## src/rtl/instr_sequencer.sv

```systemverilog
// instr_sequencer: fetches, decodes and issues RV32 I-type words to the execute core one at a time.
// Define SEQ_RETIRE_CNT_EN to build the saturating retired-instruction counter.
module instr_sequencer #(
    parameter int WIDTH = 32,
    parameter int DEPTH = 16,
    parameter int AW    = $clog2(DEPTH)
) (
    input  logic             clk,
    input  logic             reset,
    input  logic             prog_we,
    input  logic [AW-1:0]    prog_addr,
    input  logic [31:0]      prog_data,
    input  logic             start,
    output logic             issue_valid,
    input  logic             issue_ready,
    output logic [2:0]       opcode,
    output logic [4:0]       rd,
    output logic [4:0]       rs1,
    output logic [11:0]      imm12,
    input  logic             result_valid,
    input  logic [WIDTH-1:0] result_data,
    output logic [WIDTH-1:0] last_result,
    output logic [AW-1:0]    pc,
    output logic             busy,
    output logic             halted,
    output logic             err,
    output logic [15:0]      retired
);
    localparam logic [6:0] OP_IMM = 7'b0010011;
    localparam logic [6:0] SYSTEM = 7'b1110011;

    typedef enum logic [2:0] {IDLE, FETCH, DECODE, ISSUE, WAIT, HALT} state_t;

    state_t      state;
    logic [31:0] mem [DEPTH];
    logic [31:0] instr;
    logic        idle_or_halt;

    assign idle_or_halt = (state == IDLE) || (state == HALT);
    assign busy         = !idle_or_halt;

    // Program memory is deliberately left out of reset so a program survives an abort.
    always_ff @(posedge clk) begin
        if (prog_we && idle_or_halt) mem[prog_addr] <= prog_data;
        instr <= mem[pc];
    end

    always_ff @(posedge clk) begin
        if (reset) begin
            state       <= IDLE;
            pc          <= '0;
            issue_valid <= 1'b0;
            opcode      <= '0;
            rd          <= '0;
            rs1         <= '0;
            imm12       <= '0;
            last_result <= '0;
            halted      <= 1'b0;
            err         <= 1'b0;
`ifdef SEQ_RETIRE_CNT_EN
            retired     <= '0;
`endif
        end else begin
            case (state)
                IDLE, HALT: if (start) begin
                    state  <= FETCH;
                    pc     <= '0;
                    halted <= 1'b0;
                    err    <= 1'b0;
`ifdef SEQ_RETIRE_CNT_EN
                    retired <= '0;
`endif
                end
                FETCH: state <= DECODE;
                DECODE: begin
                    {imm12, rs1, opcode, rd} <= instr[31:7];
                    if (instr[6:0] == OP_IMM) begin
                        state       <= ISSUE;
                        issue_valid <= 1'b1;
                    end else begin
                        state  <= HALT;
                        halted <= 1'b1;
                        err    <= instr[6:0] != SYSTEM;
                    end
                end
                ISSUE: if (issue_ready) begin
                    state       <= WAIT;
                    issue_valid <= 1'b0;
                end
                WAIT: if (result_valid) begin
                    last_result <= result_data;
`ifdef SEQ_RETIRE_CNT_EN
                    retired <= retired + 16'(retired != 16'hFFFF);
`endif
                    if (pc == AW'(DEPTH - 1)) begin
                        state  <= HALT;
                        halted <= 1'b1;
                    end else begin
                        pc    <= pc + 1'b1;
                        state <= FETCH;
                    end
                end
                default: state <= IDLE;
            endcase
        end
    end

`ifndef SEQ_RETIRE_CNT_EN
    assign retired = '0;
`endif
endmodule

```

## config.mk

```make
export PLATFORM = sky130hd
export DESIGN_NAME = instr_sequencer
export DESIGN_NICKNAME = d
export VERILOG_FILES = /design/src/rtl/instr_sequencer.sv
export SDC_FILE = /design/constraint.sdc
export NUM_CORES = 1
export LEC_CHECK = 0
export CORE_MARGIN = 1.5
export CORE_UTILIZATION = 63
export CTS_CLUSTER_DIAMETER = 50
export DETAILED_ROUTE_END_ITERATION = 7
export GPL_ROUTABILITY_DRIVEN = 0
export PLACE_DENSITY = 0.84
export SLEW_MARGIN = 20
export SYNTH_ARGS = -nofsm -noshare
export SYNTH_HDL_FRONTEND = slang
export SYNTH_SLANG_ARGS = --single-unit
```

## constraint.sdc

```tcl
create_clock -name clk -period 7.8 [get_ports clk]
set_input_delay 0.78 -clock clk [delete_from_list [all_inputs] [get_ports clk]]
set_output_delay 0.78 -clock clk [all_outputs]
set_load 0.02 [all_outputs]
```

==> results.json <==
{
  "yosys.area.top_type_share_pct": 67.1,
  "min_period_ps": 3660,
  "endpoint_kind": "primary output",
  "ios": 155,
  "syn_avg_cell_area_um2": 17.6,
  "die_h_um": 194,
  "slew_viol_final": 0,
  "yosysWarnings": 0,
  "dieWidth_um": 194,
  "ir_drop_mv": 0.230,
  "crit_required_ps": 7020,
  "rsz0062_at_grt": "no",
  "final_antenna_net_count": 0,
  "grt_usage_pct": 27.1,
  "cts_num_sinks": 611,
  "vias": 12500,
  "hold_path.class": "reg -> reg",
  "violations": "design-rule violations",
  "max_stage_delay_ps": 800,
  "grt_overflow": 0,
  "clock_path_buffers": 3,
  "nFillCells": 1880,
  "yosys.cell_types.count": 47,
  "insertion_delay_ps": 590,
  "skew_ps": 23.4,
  "first_pass_iters": 8,
  "power_frac_clock_pct": 38.9,
  "yosysSeqAreaShare_pct": 75.7,
  "finalHoldViolCount": 0,
  "post_cts_resized": 0,
  "cts_hold_buf": 0,
  "coreArea_um2": 35700,
  "dpl.hpwl_mm": 27.4,
  "area_growth_pct": 17.6,
  "switching_power_mw": 1.68,
  "dp.cells": 1843,
  "grt_pass1_vias": 12700,
  "syn-instance-count": 1300,
  "grt_pass1_wl_mm": 75.8,
  "rows": 69,
  "combPwrFrac_pct": 10.2,
  "ys_top_cells_by_count": "512 x edfxtp_1, 152 x nand2_1, 101 x mux2i_1, 99 x dfxtp_1, 90 x a22oi_1",
  "h-tree-depth": 2,
  "synth_area_leaders": "edfxtp_1 67%, dfxtp_1 8.6%, mux4_2 7.7%",
  "cp-start-kind": "register",
  "dieArea_um2": 37500,
  "synth_seq_cells": 611,
  "min_period_over_period_pct": 46.9,
  "synth-main-ff-cell": "edfxtp_1",
  "syn-cell-area_um2": 22900,
  "clk_pin_slew_ps": 60,
  "drv_cap": 0,
  "synthArstFlopShare_pct": 0,
  "drc_errors": 25,
  "slew_headroom_pct": 27.3,
  "drt-total-wl_mm": 51.1,
  "fmax_mhz": 273,
  "status": "finished, violations left",
  "postCtsSetupBuffers": 0,
  "start_util_pct": 64.3,
  "synth-edff-count": 512,
  "arrival_ps": 2880,
  "seq_power_share_pct": 50.8,
  "yosysMostFrequentCell": "edfxtp_1",
  "cts_made_buffers": 57,
  "dpl_cell_area_um2": 24700,
  "worstPathCellList": "buf_4, clkdlybuf4s50_1",
  "setup_viol": 0,
  "drive_gt1_share_pct": 15.4,
  "tightest_slew_ps": 1090,
  "synth_largest_area_cell": "edfxtp_1",
  "p_int_mw": 5.69,
  "cts_tree": "built",
  "drt_iter0_markers": 1364,
  "dp_slack_ps": 4480,
  "post_drt_via_cell_ratio": 6.38,
  "final_cells": 1963,
  "grt_max_degree": 68,
  "utilization_pct": 75.6,
  "design_area_um2": 26900,
  "cp_max_fo": 49,
  "portBuffers": 138,
  "power.static_leakage_nw": 8.47,
  "cts_root_buf": "clkbuf_16",
  "n_antenna_cell": 0,
  "finalSetupTns_ps": 0,
  "worstSetupPathType": "reg -> out",
  "antenna_found_initial": 1,
  "detail_route.wl_per_cell_um": 26.1,
  "netSwitchingFraction_pct": 22.8,
  "powerDensity_nw_per_um2": 274,
  "fin_nets": 1528,
  "final.setup.worst_slack_ps": 4140,
  "slowest_stage": "buf_4"
}
==> power groups by stage <==
stage	registers, mW	logic [mW]	clock network, mW
floorplan	3.82	0.457	0
global placement	3.80	0.701	0
detailed placement	3.81	0.724	0
CTS	3.75	0.734	2.88
global route	3.76	0.803	3.03
finish	3.75	0.754	2.87
==> worst max-delay path: cells and delay by family (launching register included) <==
family / cells / cell delay (ps)
DFF: 1 / 710
buffers and inverters: 2 / 1550
==> cell families after synthesis <==
logic type,after synthesis,synth area share [%]
mux,179,12.1
other cells,1,0.0164
buf+inv,96,2.53
xor+xnor,2,0.109
fa+ha+maj,1,0.0546
simple gates,242,4.68
compound gates,168,4.79
flops,611,75.7
==> through the flow <==
| stage | hold slack, ps | total power [mW] |
|---|---|---|
| finish | 432 | 7.37 |
| global route | 455 | 7.59 |
| CTS | 438 | 7.37 |
| detailed placement | 427 | 4.54 |
| global placement | 421 | 4.51 |
| floorplan | 417 | 4.28 |
==> placed cells by master (no fill, tap or decap), drive strengths merged, types with 4 or more instances in the layout <==
| cell type | netlist | layout |
|---|---|---|
| nor3 | 10 | 10 |
| edfxtp | 512 | 512 |
| nor2 | 21 | 21 |
| a21oi | 66 | 66 |
| o21ai | 4 | 4 |
| nand3 | 27 | 27 |
| nand2 | 152 | 152 |
| dfxtp | 99 | 99 |
| mux2i | 101 | 101 |
| a22oi | 90 | 90 |
| inv | 2 | 4 |
| clkdlybuf4s50 | 0 | 137 |
| clkinv | 0 | 16 |
| buf | 57 | 36 |
| mux4 | 78 | 78 |
| nand2b | 6 | 6 |
| conb | 1 | 16 |
| clkbuf | 37 | 81 |
| nor2b | 6 | 6 |
| bufinv | 0 | 7 |
==> sequential cells by signal (all words and copies together), names as in the netlist, 3 cells and up <==
signal	flops
rd	5
imm12	12
mem	512
pc	4
last_result	32
instr	32
state	3
opcode	3
rs1	5
==> layout make-up <==
class	instances	area, µm²	share of cell area, %
Timing Repair Buffer	173	1850	6.86
Tap cell	461	577	2.14
Clock buffer	81	1650	6.12
Sequential cell	611	17400	64.5
Clock inverter	27	319	1.18
Inverter	2	7.51	0.0279
Multi-Input combinational cell	608	5180	19.2
==> metal layers <==
metal | share of wire [%] | track usage [%] | wire length [µm] | vias up
met3 | 9.1 | 4.92 | 4670 | 84
li1 | - | - | - | 5377
met1 | 38 | 36.0 | 19300 | 6350
met2 | 51 | 45.8 | 26000 | 718
met5 | 0 | 0 | 0 | -
met4 | 2.3 | 9.07 | 1200 | 0
==> path summary, 6_finish.rpt <==
path         startpoint        end  slack, ps  cells past startpoint
max               pc[0]      pc[0]       4140                      2
min           instr[13]  opcode[1]        430                      2
max reg2reg    state[0]  mem[8][7]       4860                      4
min reg2reg   instr[13]  opcode[1]        430                      2
(Power assumes the default switching activity.)
